## src/rtl/ibex_dummy_instr_retire_pkg.sv

```systemverilog
// Shared constants and helpers for the dummy-instruction retire tracker.
// Also holds the encoding rules for legal dummy instructions.
package ibex_dummy_instr_retire_pkg;

   localparam logic [6:0] OPCODE_OP = 7'h33;

   // Dummy funct constants packed as {funct7, funct3}.
   localparam logic [9:0] DUMMY_FUNCT_ADD = {7'h00, 3'b000};
   localparam logic [9:0] DUMMY_FUNCT_MUL = {7'h01, 3'b000};
   localparam logic [9:0] DUMMY_FUNCT_DIV = {7'h01, 3'b100};
   localparam logic [9:0] DUMMY_FUNCT_AND = {7'h00, 3'b111};

   // Matches the inserter's 2-bit op select.
   typedef enum logic [1:0] {
      DUMMY_ADD = 2'b00,
      DUMMY_MUL = 2'b01,
      DUMMY_DIV = 2'b10,
      DUMMY_AND = 2'b11
   } dummy_op_e;

   typedef struct packed {
      logic [6:0] funct7;
      logic [4:0] rs2;
      logic [4:0] rs1;
      logic [2:0] funct3;
      logic [4:0] rd;
      logic [6:0] opcode;
   } rtype_instr_t;

   function automatic logic [9:0] dummyFunct(input dummy_op_e op);
      logic [9:0] funct;
      unique case (op)
         DUMMY_ADD: funct = DUMMY_FUNCT_ADD;
         DUMMY_MUL: funct = DUMMY_FUNCT_MUL;
         DUMMY_DIV: funct = DUMMY_FUNCT_DIV;
         default:   funct = DUMMY_FUNCT_AND;
      endcase
      return funct;
   endfunction

   // A dummy must be an R-type OP writing x0 with one of the inserter's four functs.
   function automatic logic isLegalDummy(input logic [31:0] instr);
      rtype_instr_t r;
      logic [9:0]   functSel;
      logic         functOk;
      r        = rtype_instr_t'(instr);
      functSel = {r.funct7, r.funct3};
      functOk  = (functSel == dummyFunct(DUMMY_ADD)) ||
                 (functSel == dummyFunct(DUMMY_MUL)) ||
                 (functSel == dummyFunct(DUMMY_DIV)) ||
                 (functSel == dummyFunct(DUMMY_AND));
      return (r.opcode == OPCODE_OP) && (r.rd == 5'd0) && functOk;
   endfunction

endpackage

```

## src/rtl/ibex_dummy_instr_retire_tag.sv

```systemverilog
// In-order 1-bit tag FIFO (ibex_dummy_tag_fifo) tracking the dummy flag of
// every in-flight instruction between issue and retire.
module ibex_dummy_tag_fifo #(
   parameter int unsigned DEPTH = 4
) (
   input  logic clk_i,
   input  logic rst_i,
   input  logic push_i,
   input  logic data_i,
   input  logic pop_i,
   input  logic flush_i,
   output logic full_o,
   output logic empty_o,
   output logic head_o
);

   localparam int unsigned PTR_W = $clog2(DEPTH);
   localparam int unsigned OCC_W = PTR_W + 1;

   logic [DEPTH-1:0] mem_q;
   logic [PTR_W-1:0] rdPtr_q, rdPtr_d;
   logic [PTR_W-1:0] wrPtr_q, wrPtr_d;
   logic [OCC_W-1:0] occ_q, occ_d;
   logic             pushEn, popEn;

   assign full_o  = (occ_q == OCC_W'(DEPTH));
   assign empty_o = (occ_q == '0);
   assign head_o  = mem_q[rdPtr_q];

   assign pushEn = push_i && !full_o;
   assign popEn  = pop_i && !empty_o;

   // DEPTH is a power of two, so the pointers wrap naturally at their width.
   always_comb begin
      rdPtr_d = rdPtr_q;
      wrPtr_d = wrPtr_q;
      occ_d   = occ_q;
      if (flush_i) begin
         rdPtr_d = '0;
         wrPtr_d = '0;
         occ_d   = '0;
      end else begin
         if (pushEn) begin
            wrPtr_d = wrPtr_q + PTR_W'(1);
         end
         if (popEn) begin
            rdPtr_d = rdPtr_q + PTR_W'(1);
         end
         unique case ({pushEn, popEn})
            2'b10:   occ_d = occ_q + OCC_W'(1);
            2'b01:   occ_d = occ_q - OCC_W'(1);
            default: occ_d = occ_q;
         endcase
      end
   end

   always_ff @(posedge clk_i) begin
      if (rst_i) begin
         rdPtr_q <= '0;
         wrPtr_q <= '0;
         occ_q   <= '0;
         mem_q   <= '0;
      end else begin
         rdPtr_q <= rdPtr_d;
         wrPtr_q <= wrPtr_d;
         occ_q   <= occ_d;
         if (pushEn && !flush_i) begin
            mem_q[wrPtr_q] <= data_i;
         end
      end
   end

endmodule

```

## src/rtl/ibex_dummy_instr_retire.sv

```systemverilog
// Retire-side dummy tracker: tags issued instructions, reports dummies at
// retire, counts retired dummies and flags malformed or unbalanced traffic.
module ibex_dummy_instr_retire
   import ibex_dummy_instr_retire_pkg::*;
#(
   parameter int unsigned DEPTH = 4,
   parameter int unsigned CNT_W = 32
) (
   input  logic             clk_i,
   input  logic             rst_i,
   input  logic             issue_valid_i,
   input  logic             issue_dummy_i,
   input  logic [31:0]      issue_instr_i,
   output logic             issue_ready_o,
   input  logic             retire_valid_i,
   input  logic             flush_i,
   input  logic             count_clr_i,
   output logic             retire_dummy_o,
   output logic             instret_real_o,
   output logic [CNT_W-1:0] dummy_retired_cnt_o,
   output logic             dummy_form_err_o,
   output logic             underflow_err_o
);

   logic             tagFull, tagEmpty, tagHead;
   logic             issueAccept, popValid;
   logic [CNT_W-1:0] cnt_q, cnt_d;
   logic             formErr_q, formErr_d;
   logic             underflow_q, underflow_d;

   // Ready depends only on registered occupancy, never on a same-cycle retire.
   assign issue_ready_o = !tagFull;
   assign issueAccept   = issue_valid_i && issue_ready_o;
   assign popValid      = retire_valid_i && !tagEmpty;

   ibex_dummy_tag_fifo #(
      .DEPTH(DEPTH)
   ) u_tag_fifo (
      .clk_i   (clk_i),
      .rst_i   (rst_i),
      .push_i  (issueAccept),
      .data_i  (issue_dummy_i),
      .pop_i   (retire_valid_i),
      .flush_i (flush_i),
      .full_o  (tagFull),
      .empty_o (tagEmpty),
      .head_o  (tagHead)
   );

   assign retire_dummy_o = !tagEmpty && tagHead;
   assign instret_real_o = popValid && !tagHead;

   // A flush still lets the same-cycle retire count; clear beats increment.
   always_comb begin
      cnt_d       = cnt_q;
      formErr_d   = formErr_q;
      underflow_d = underflow_q;
      if (count_clr_i) begin
         cnt_d = '0;
      end else if (popValid && tagHead && (cnt_q != '1)) begin
         cnt_d = cnt_q + CNT_W'(1);
      end
      if (issueAccept && issue_dummy_i && !isLegalDummy(issue_instr_i)) begin
         formErr_d = 1'b1;
      end
      if (retire_valid_i && tagEmpty) begin
         underflow_d = 1'b1;
      end
   end

   always_ff @(posedge clk_i) begin
      if (rst_i) begin
         cnt_q       <= '0;
         formErr_q   <= 1'b0;
         underflow_q <= 1'b0;
      end else begin
         cnt_q       <= cnt_d;
         formErr_q   <= formErr_d;
         underflow_q <= underflow_d;
      end
   end

   assign dummy_retired_cnt_o = cnt_q;
   assign dummy_form_err_o    = formErr_q;
   assign underflow_err_o     = underflow_q;

endmodule

```

## config.mk

```make
export PLATFORM = sky130hd
export DESIGN_NAME = ibex_dummy_instr_retire
export DESIGN_NICKNAME = d
export VERILOG_FILES = /design/src/rtl/ibex_dummy_instr_retire_pkg.sv /design/src/rtl/ibex_dummy_instr_retire_tag.sv /design/src/rtl/ibex_dummy_instr_retire.sv
export SDC_FILE = /design/constraint.sdc
export NUM_CORES = 1
export LEC_CHECK = 0
export BUFFER_PORTS_ARGS = -buffer_cell sky130_fd_sc_hd__buf_2
export CAP_MARGIN = 20
export CORE_UTILIZATION = 24
export DETAILED_ROUTE_END_ITERATION = 8
export PLACE_DENSITY_LB_ADDON = 0.12
export SETUP_SLACK_MARGIN = 0.1
export SLEW_MARGIN = 15
export SYNTH_ARGS = -nofsm -noshare
export SYNTH_HDL_FRONTEND = slang
export SYNTH_HIERARCHICAL = 1
export SYNTH_SLANG_ARGS = --single-unit
export TNS_END_PERCENT = 1
```

## constraint.sdc

```tcl
create_clock -name clk_i -period 2.9 [get_ports clk_i]
set_input_delay 0.29 -clock clk_i [delete_from_list [all_inputs] [get_ports clk_i]]
set_output_delay 0.29 -clock clk_i [all_outputs]
set_load 0.1 [all_outputs]
```

; ---- Yosys cells after proc, flatten, opt, wreduce, memory -nomap -nowiden
; Index checks and enable logic that the tools add are counted.
[totals]
reg_bits = 45
in_bits = 39
out_inout_bits = 37
elab_cells = 57
[classes]
addsub = 5
order_cmp = 3
n_eq_ne = 8
mux = 6
reduce_logical = 28
[ops]
columns = cell, n
row1 = "adder 32 x 1 -> 32 bit, second input constant", 1
row2 = "!= test 32 bit, second input constant", 1
row3 = "equality test 10 x 4 -> 1 bit, second input constant", 2
row4 = logical AND 1 bit, 14
row5 = "equality test 10 x 3 -> 1 bit, second input constant", 1
row6 = logical NOT 10 bit, 1
row7 = "equality test 7 x 6 -> 1 bit, second input constant", 1
row8 = "< comparator 2 x 3 -> 1 bit, second input constant", 2
row9 = case mux 3 bit (2 select lines), 1
row10 = logical NOT 1 bit, 5
row11 = logical NOT 5 bit, 1
row12 = "adder 2 x 1 -> 2 bit, second input constant", 2
row13 = bitwise mux 4 bit, 1
row14 = OR reduction 2 bit, 2
row15 = "adder 3 x 1 -> 3 bit, second input constant", 1
row16 = "equality test 3 bit, second input constant", 1
row17 = logical NOT 3 bit, 1
row18 = logical OR 1 bit, 3
row19 = "subtractor 3 x 1 -> 3 bit, second input constant", 1
row20 = binary-select mux 1 bit (select 2 bit), 1
row21 = demux 1 bit (select 2 bit), 1
row22 = "equality test 2 x 1 -> 1 bit, second input constant", 1
row23 = "equality test 2 bit, second input constant", 1
row24 = ">= comparator 2 x 1 -> 1 bit, second input constant", 1
row25 = other kinds (2), 3

; ---- Logic depth before layout (Yosys ltp)
; Gate-level depths: netlist of run 1.
[depth]
word_depth = 7
depth_mapped = 11
mapped_depth_nobuf = 10

; ---- Hierarchy
; Netlist of run 1, hierarchy kept.
[modules_own_cells]
columns = mod, instances, cells_per_inst, area_per_inst_um2, seq_area_each_um2
row1 = ibex_dummy_instr_retire, 1, 225, 1856.8, 680.7
row2 = ibex_dummy_tag_fifo, 1, 68, 623.1, 220.2

; ---- Least setup slack after synthesis of run 1
; Ideal clock, no wire load.
[synth_timing]
path_type = flip-flop to output port
startpoint = register u_tag_fifo.rdPtr_q[1]
endpoint = output instret_real_o
arrival_ns = 3.123
t_required_ns = 2.610
setup_slack_ns = -0.513
stages_incl_launch_ff = 3
n_path_buf = 0
path_cell_list = dfxtp_1 -> mux4_2 -> nor3b_1
[synth_via]
elab_chain_cells = 4
[synth_lines]
columns = element, line_no
row1 = from (decl), ibex_dummy_instr_retire_tag.sv:21  ; logic [PTR_W-1:0] rdPtr_q, rdPtr_d;
row2 = from (signal assigned), ibex_dummy_instr_retire_tag.sv:64  ; rdPtr_q <= rdPtr_d;
row3 = binary-select mux 1 bit (select 2 bit), ibex_dummy_instr_retire_tag.sv:28  ; assign head_o = mem_q[rdPtr_q];
row4 = 2-to-1 mux 1 bit (implied by the code), ibex_dummy_instr_retire_tag.sv:28
row5 = net tagHead, ibex_dummy_instr_retire.sv:25  ; logic tagFull, tagEmpty, tagHead;
row6 = logical NOT 1 bit, ibex_dummy_instr_retire.sv:51  ; assign instret_real_o = popValid && !tagHead;
row7 = logical AND 1 bit, ibex_dummy_instr_retire.sv:51
row8 = to (decl), ibex_dummy_instr_retire.sv:19  ; output logic instret_real_o,
; The timed path passes the listed nets, and every way through them passes these cells. The select of a mux whose other input is x is not followed.

; ---- Worst setup path after layout of run 1
[layout_timing]
startpoint = register u_tag_fifo.occ_q[2]
endpoint = register u_tag_fifo.occ_q[2]
[layout_via]
elab_chain_cells = 6
elab_cells_between_ends = 13
cone_classes = add/sub: 2 / eq/ne: 3 / mux: 1 / reduce/logical: 7
[layout_lines]
columns = element, line_no
row1 = from (decl), ibex_dummy_instr_retire_tag.sv:23  ; logic [OCC_W-1:0] occ_q, occ_d;
row2 = from (signal assigned), ibex_dummy_instr_retire_tag.sv:61  ; occ_q <= '0;
row3 = from (signal assigned), ibex_dummy_instr_retire_tag.sv:66  ; occ_q <= occ_d;
row4 = equality test 3 bit *, ibex_dummy_instr_retire_tag.sv:26  ; assign full_o = (occ_q == OCC_W'(DEPTH));
row5 = net tagFull, ibex_dummy_instr_retire.sv:25
row6 = logical NOT 1 bit *, ibex_dummy_instr_retire.sv:32  ; assign issue_ready_o = !tagFull;
row7 = logical AND 1 bit *, ibex_dummy_instr_retire.sv:33  ; assign issueAccept = issue_valid_i && issue_ready_o;
row8 = net issueAccept, ibex_dummy_instr_retire.sv:26  ; logic issueAccept, popValid;
row9 = logical AND 1 bit *, ibex_dummy_instr_retire_tag.sv:30  ; assign pushEn = push_i && !full_o;
row10 = equality test 2 x 1 -> 1 bit or equality test 2 bit (tied branches), ibex_dummy_instr_retire_tag.sv:49  ; unique case ({pushEn, popEn})
row11 = case mux 3 bit (2 select lines) or nonzero test 2 bit (tied branches), n/a
; Mark *: on every way through the listed nets, which the timed path passes. The rest lies on a longest branch.
; A chain may end at the register's enable or synchronous reset.

==> metrics.md, run 1 <==
| Metric | Value |
|---|---|
| Status | completed |
| CP cell instances | or3b_1 -> inv_1 -> nor2b_1 -> nand2_1 -> ha_1 -> inv_1 -> fa_1 -> xor2_1 -> or3_1 -> a21oi_1 |
| Row cnt | 36 |
| Worst path slowest cell | or3b_1 |
| Fraction of the cycle the final worst path needs | 0.879 |
| Primary FF master, synth | dfxtp_1 |
| Crit path max fanout | 8 |
| Fmax | ~390 MHz |
| Area Overhead vs Synth | 22.0% |
| CTS tree | done |
| Post-synth EDFFs | 0 |
| Worst min-delay path class | input pin to flop |
| Post-DR wirelength/cell | 13.5 um |
| Yosys reg bits | 45 |
| Initial Utilization | 0.250 |
| CTS Sinks | 45 |
| Layout Skew | 0.0142 ns |
| Resize count post-CTS | 0 |
| Most frequent cells in the layout | 65 x buf_2, 45 x dfxtp_1, 30 x a21oi_1 |
| CP peak stage delay | approximately 0.48 ns |
| Seq/Total Area, Yosys | 0.363 |
| Die Ht | between 100 and 150 um |
| Clock slew at reported path FFs | 0.08 ns |
| Routed vias | 2404 |
| Skew-Pair Late Insertion Delay | approximately 0.30 ns |
| Drt first pass iters | 4 |
| Final setup viols | 0 |
| Count of cell types in the netlist | 52 |
| WL final | between 6000 and 7000 um |
| Post-Synthesis Cells | slightly below 300 |
| GRT overflow | 0 |
| Antenna violation net count after detailed routing | 0 |
| Die area | roughly 11000 sq um |
| Multi-input gate area | 1490 sq um |
| Most common cell after layout, fill and taps aside | buf_2 |
| Fraction of layout cells with a size suffix above 1 | 0.241 |
| Post-synth ARST share | 0 |
| Max_slew headroom | 0.388 |
| Area of all sequential standard cells | 901 sq um |
| Clk buf depth | 2 |
| Crit path capture type | flop |
| RSZ-0062 raised after global routing | false |
| Initial antenna violation count | 0 |
| Core area | slightly below 10000 sq um |
| Req. time, crit path | between 3 and 4 ns |
| Largest net degree at the start of global routing | 30 |
| Peak supply drop | 0.163 mV |
| Total CTS buffers | 5 |
| Pins Over Slew Limit | 0 |
| Pwr/cell area | roughly 380 nW/um^2 |
| IO buf count | 65 |
| Diode count | 0 |
| Max Cap Viol | 0 |
| Layout fillers | about 1100 |
| CTS root buf | clkbuf_8 |
| Die Wd | roughly 100 um |
| # hold bufs at CTS | 0 |
| Leakage | around 1.2 nW |
| Startpoint types | flop |
| Vias/cell | about 4.9 |
| Worst-Margin Slew | a little over 0.9 ns |
| Initial DRC Count | 52 |
| Routability cong. | 0.688 |
| Io pins | between 70 and 80 |
| Mean Syn Cell Area | approximately 8.5 sq um |
| Netlist area before placement | approximately 2500 sq um |
| Synth warn | 6 |
| Crit Path Class | flop to flop |
| All-Layer GR Usage | 0.127 |
| Setup TNS Final | 0 ns |
| Final nets | 403 |
| Setup slack at placement | ~0.37 ns |
| Setup slack after layout | approximately 0.35 ns |
| Setup bufs post-CTS | 0 |
| First-pass GRT wire length | roughly 11000 um |
| H-tree depth | 2 |
| Worst endpoint data arrival time | between 2 and 3 ns |
| Fin. Hold Viols | 0 |
| Drt drc | 0 |
| Detailed Place HPWL | between 4000 and 5000 um |
| Net count after synthesis | between 300 and 400 |
| Number of global-route vias before repair | 2255 |
| R2R Setup Slk | 0.35 ns |
| Crit path time final | between 2 and 3 ns |
| CP most frequent cell | inv_1 |
-- state kept, by name (all words and copies together), names as in the netlist --
register             flops
dummy_form_err_o         1
dummy_retired_cnt_o     32
u_tag_fifo/mem_q         4
u_tag_fifo/occ_q         3
u_tag_fifo/rdPtr_q       2
u_tag_fifo/wrPtr_q       2
underflow_err_o          1
-- synth_stat cells (4+ instances only) --
cell type	n	share of area
o31ai_1	9	0.027
nand2b_1	6	0.015
inv_1	13	0.020
a21oi_1	30	0.061
or3_1	15	0.038
buf_2	4	0.0081
and2_1	4	0.010
nand2_1	19	0.029
nand4b_1	4	0.014
a31oi_1	4	0.010
nor4_1	5	0.013
ha_1	6	0.030
dfxtp_1	45	0.36
nand4_1	10	0.025
nor2_1	14	0.021
nor3_1	6	0.012
o21ai_0	19	0.038
or4_1	12	0.036
nor2b_1	4	0.010
mux2i_1	5	0.020
nand3_1	14	0.028
-- power by group --
part / switching, mW / internal [mW] / leakage, nW / total, mW
clock network: 0.214 / 0.190 / 0.0443 / 0.403
logic: 0.0707 / 0.0364 / 0.752 / 0.107
registers: 0.00477 / 0.624 / 0.363 / 0.628
total: 0.289 / 0.850 / 1.16 / 1.14
-- final timing paths --
check,startpoint,to,cells after the start
setup / recovery,u_tag_fifo/occ_q[2],u_tag_fifo/occ_q[2],10
hold / removal,issue_dummy_i,dummy_form_err_o,3
setup reg to reg,u_tag_fifo/occ_q[2],u_tag_fifo/occ_q[2],10
hold reg to reg,dummy_form_err_o,dummy_form_err_o,2
-- critical path, delay by kind of cell (launching register included) --
kind	cells	cell delay, ns
adders and majority gates	2	0.57
and+or+nand+nor	4	1.03
DFF	1	0.37
buffers and inverters	2	0.23
AOI/OAI and AO/OA	1	0.13
xor gates and xnor gates	1	0.16
-- cells by family after synthesis --
kind of cell | Yosys count | share of synthesized area
XOR/XNOR | 4 | 0.0141
adder cells (fa/ha/maj) | 7 | 0.0383
multiplexers | 6 | 0.0293
AO/OA/AOI/OAI | 72 | 0.169
flip-flops | 45 | 0.363
AND/OR/NAND/NOR | 137 | 0.349
buffers and inverters | 22 | 0.0373
-- metal layers --
layer / share of wire / track usage
met3: 0.035 / 0.0271
met4: 0.0069 / 0.0306
met5: 0 / 0
met2: 0.48 / 0.216
met1: 0.48 / 0.162
-- final cells by class --
cell class	instances	area share
multi-input combinational	226	0.493
sequential	45	0.298
timing repair buffer	66	0.110
tap	133	0.0550
clock buffer	7	0.0285
inverter	13	0.0161
-- through the flow --
stage               instance area [sq um]  cells  power (mW)  hold slack [ns]   util
global placement                     2940    483       0.751            0.453  0.297
detailed placement                   2940    483       0.752            0.463  0.297
floorplan                            2480    293       0.713            0.362      -
CTS                                  3030    490        1.16            0.242  0.305
global route                         3030    490        1.19            0.290  0.305
finish                               3030    490        1.14            0.256  0.305
(Power assumes the default switching activity.)
==> run 2, diff against run 1 <==
Settings changed: CELL_PAD_IN_SITES_DETAIL_PLACEMENT from default to 0, CELL_PAD_IN_SITES_GLOBAL_PLACEMENT from default to 2, CORE_UTILIZATION 24 to 25.
==> metrics.md, run 2 (synthesized netlist as in run 1, its figures left out) <==
| Metric | Value |
|---|---|
| Post-DR wirelength/cell | 13.6 um (+0.39%) |
| Fin. Hold Viols | 0 (unchanged) |
| Resize count post-CTS | 0 (unchanged) |
| Peak supply drop | 0.161 mV (-1.5%) |
| WL final | 6620 um (about the same) |
| Initial DRC Count | 66 (+27%) |
| Total CTS buffers | 5 (unchanged) |
| Min-delay src | issue_dummy_i |
| Pins Over Slew Limit | 0 (unchanged) |
| First-pass GRT wire length | 11300 um (+0.87%) |
| Max Cap Viol | 0 (unchanged) |
| Seq pwr share | 0.535 (-0.017) |
| Detailed Place HPWL | 4880 um (-1.1%) |
| All-Layer GR Usage | 0.139 (+0.0122) |
| Largest register FFs | 32 (unchanged) |
| CTS root buf | clkbuf_8 |
| Comb pwr share | 0.093 (about the same) |
| RSZ-0062 raised after global routing | false |
| Req. time, crit path | 3.13 ns (about the same) |
| Hold path endpoint | dummy_form_err_o |
| Fraction of the cycle the final worst path needs | 0.871 (-0.00844) |
| Number of global-route vias before repair | 2264 (+0.40%) |
| IO buf count | 65 (unchanged) |
| Layout fillers | 1036 (-6.2%) |
| Routability cong. | 0.700 (+1.8%) |
| Antenna violation net count after detailed routing | 0 (unchanged) |
| Internal | 0.878 mW (+3.3%) |
| Setup TNS Final | 0 ns (unchanged) |
| Sw frac | 0.253 (-0.00121) |
| Vias/cell | 4.92 (+0.24%) |
| Initial antenna violation count | 0 (unchanged) |
| Final setup viols | 0 (unchanged) |
| Diode count | 0 (unchanged) |
| # hold bufs at CTS | 0 (unchanged) |
| Fin util | 0.323 (+0.0179) |
| CTS Sinks | 45 (unchanged) |
| Io pins | 76 (unchanged) |
| Non-filler cells, final | 488 (-0.41%) |
| Crit Path Class | flop to flop |
| Skew-Pair Late Insertion Delay | 0.30 ns (about the same) |
| Row cnt | 35 (-2.8%) |
| Crit path max fanout | 8 (unchanged) |
| Crit path time final | 2.53 ns (-0.0245 ns) |
| Die Ht | 102 um (-2.0%) |
| Dpl cell area | 2940 sq um (about the same) |
| Switch Pwr | 0.297 mW (+2.6%) |
| Max_slew headroom | 0.572 (+0.184) |
| Fmax | 396 MHz (+0.97%) |
| Fraction of layout cells with a size suffix above 1 | 0.248 (+0.00701) |
| GRT overflow | 0 (unchanged) |
| Status | completed |
| Clk buf depth | 2 (unchanged) |
| Startpoint types | flop |
| Most frequent cells in the layout | 65 x buf_2, 45 x dfxtp_1, 30 x a21oi_1 |
| Clock slew at reported path FFs | 0.08 ns (about the same) |
| Die area | 10300 sq um (-3.9%) |
| Most common cell after layout, fill and taps aside | buf_2 |
| FF-to-FF End | u_tag_fifo/occ_q[2] |
| Initial Utilization | 0.263 (+0.0131) |
| R2R Setup Slk | 0.37 ns (+0.02 ns) |
| Die Wd | 102 um (-2.0%) |
| Placed insts | 480 (-0.62%) |
| CTS tree | done |
| Leakage | 1.17 nW (+1.2%) |
| Crit path capture type | flop |
| Worst-Margin Slew | 0.641 ns (-0.270 ns) |
| Largest net degree at the start of global routing | 30 (unchanged) |
| Routed vias | 2400 (-0.17%) |
| Worst endpoint data arrival time | 2.75 ns (-0.02 ns) |
| Drt first pass iters | 4 (unchanged) |
| Setup bufs post-CTS | 0 (unchanged) |
| Worst min-delay path class | input pin to flop |
| Final nets | 404 (+0.25%) |
| Drt drc | 0 (unchanged) |
| H-tree depth | 2 (unchanged) |
| Core area | 9420 sq um (-5.0%) |
| Pwr/cell area | 386 nW/um^2 (+2.5%) |
| Layout Skew | 0.0111 ns (-0.00307 ns) |
| Reg2reg start | u_tag_fifo/occ_q[2] |
| Hold depth | 3 (unchanged) |
| Design Area, Final | 3040 sq um (+0.58%) |
| Clock share of power | 0.372 (+0.018) |
| Register-to-Register Path Depth | 10 (unchanged) |
| Area Overhead vs Synth | 22.8% |
==> run 2: cell type report <==
class | count | area [sq um] | area share
Tap cell | 129 | 161 | 0.0530
Clock buffer | 7 | 96.3 | 0.0316
Clock inverter | 1 | 5.00 | 0.00164
Inverter | 13 | 48.8 | 0.0160
Sequential cell | 45 | 901 | 0.296
Multi-Input combinational cell | 226 | 1490 | 0.490
Timing Repair Buffer | 67 | 340 | 0.112
==> run 2: worst max path at each step <==
stage                          startpoint                endpoint  slack, ns  depth (start not counted)
finish                u_tag_fifo/occ_q[2]     u_tag_fifo/occ_q[2]       0.37                         10
global route          u_tag_fifo/occ_q[2]     u_tag_fifo/occ_q[2]       0.20                         10
CTS                   u_tag_fifo/occ_q[2]     u_tag_fifo/occ_q[2]       0.35                         10
detailed placement    u_tag_fifo/occ_q[2]     u_tag_fifo/occ_q[2]       0.38                         10
global placement      u_tag_fifo/occ_q[2]     u_tag_fifo/occ_q[2]       0.39                         10
floorplan           u_tag_fifo/rdPtr_q[1]  dummy_retired_cnt_o[5]      -0.18                          6
==> run 2: metrics by stage <==
step                      hold WS (ns)  total power, mW  worst slack, ns
final                            0.246             1.17            0.374
after global routing             0.268             1.24            0.203
after CTS                        0.238             1.20            0.354
after detailed placement         0.460            0.754            0.380
after global placement           0.448            0.754            0.389
after floorplan                  0.362            0.713           -0.184
==> run 2: power groups by stage <==
stage	logic, mW	clock network [mW]	registers, mW
6_report	0.109	0.437	0.628
5_1_grt	0.120	0.486	0.630
4_1_cts	0.111	0.460	0.629
3_5_place_dp	0.111	0	0.643
3_3_place_gp	0.111	0	0.643
2_1_floorplan	0.0545	0	0.659
==> run 2: routing by layer <==
layer	track usage	vias to the layer above	wire length, um
met5	0	-	0
met3	0.0255	5	216
met2	0.245	39	3310
li1	-	1226	-
met4	0.0368	0	63
met1	0.173	1130	3030
==> run 2: worst max-delay path: stages, from the launching register on <==
cell and delay (ns):
dfxtp_1 0.37, or3b_1 0.47, inv_1 0.17, nor2b_1 0.15
nand2_1 0.10, ha_1 0.18, inv_1 0.06, fa_1 0.37
xor2_1 0.15, or3_1 0.30, a21oi_1 0.14
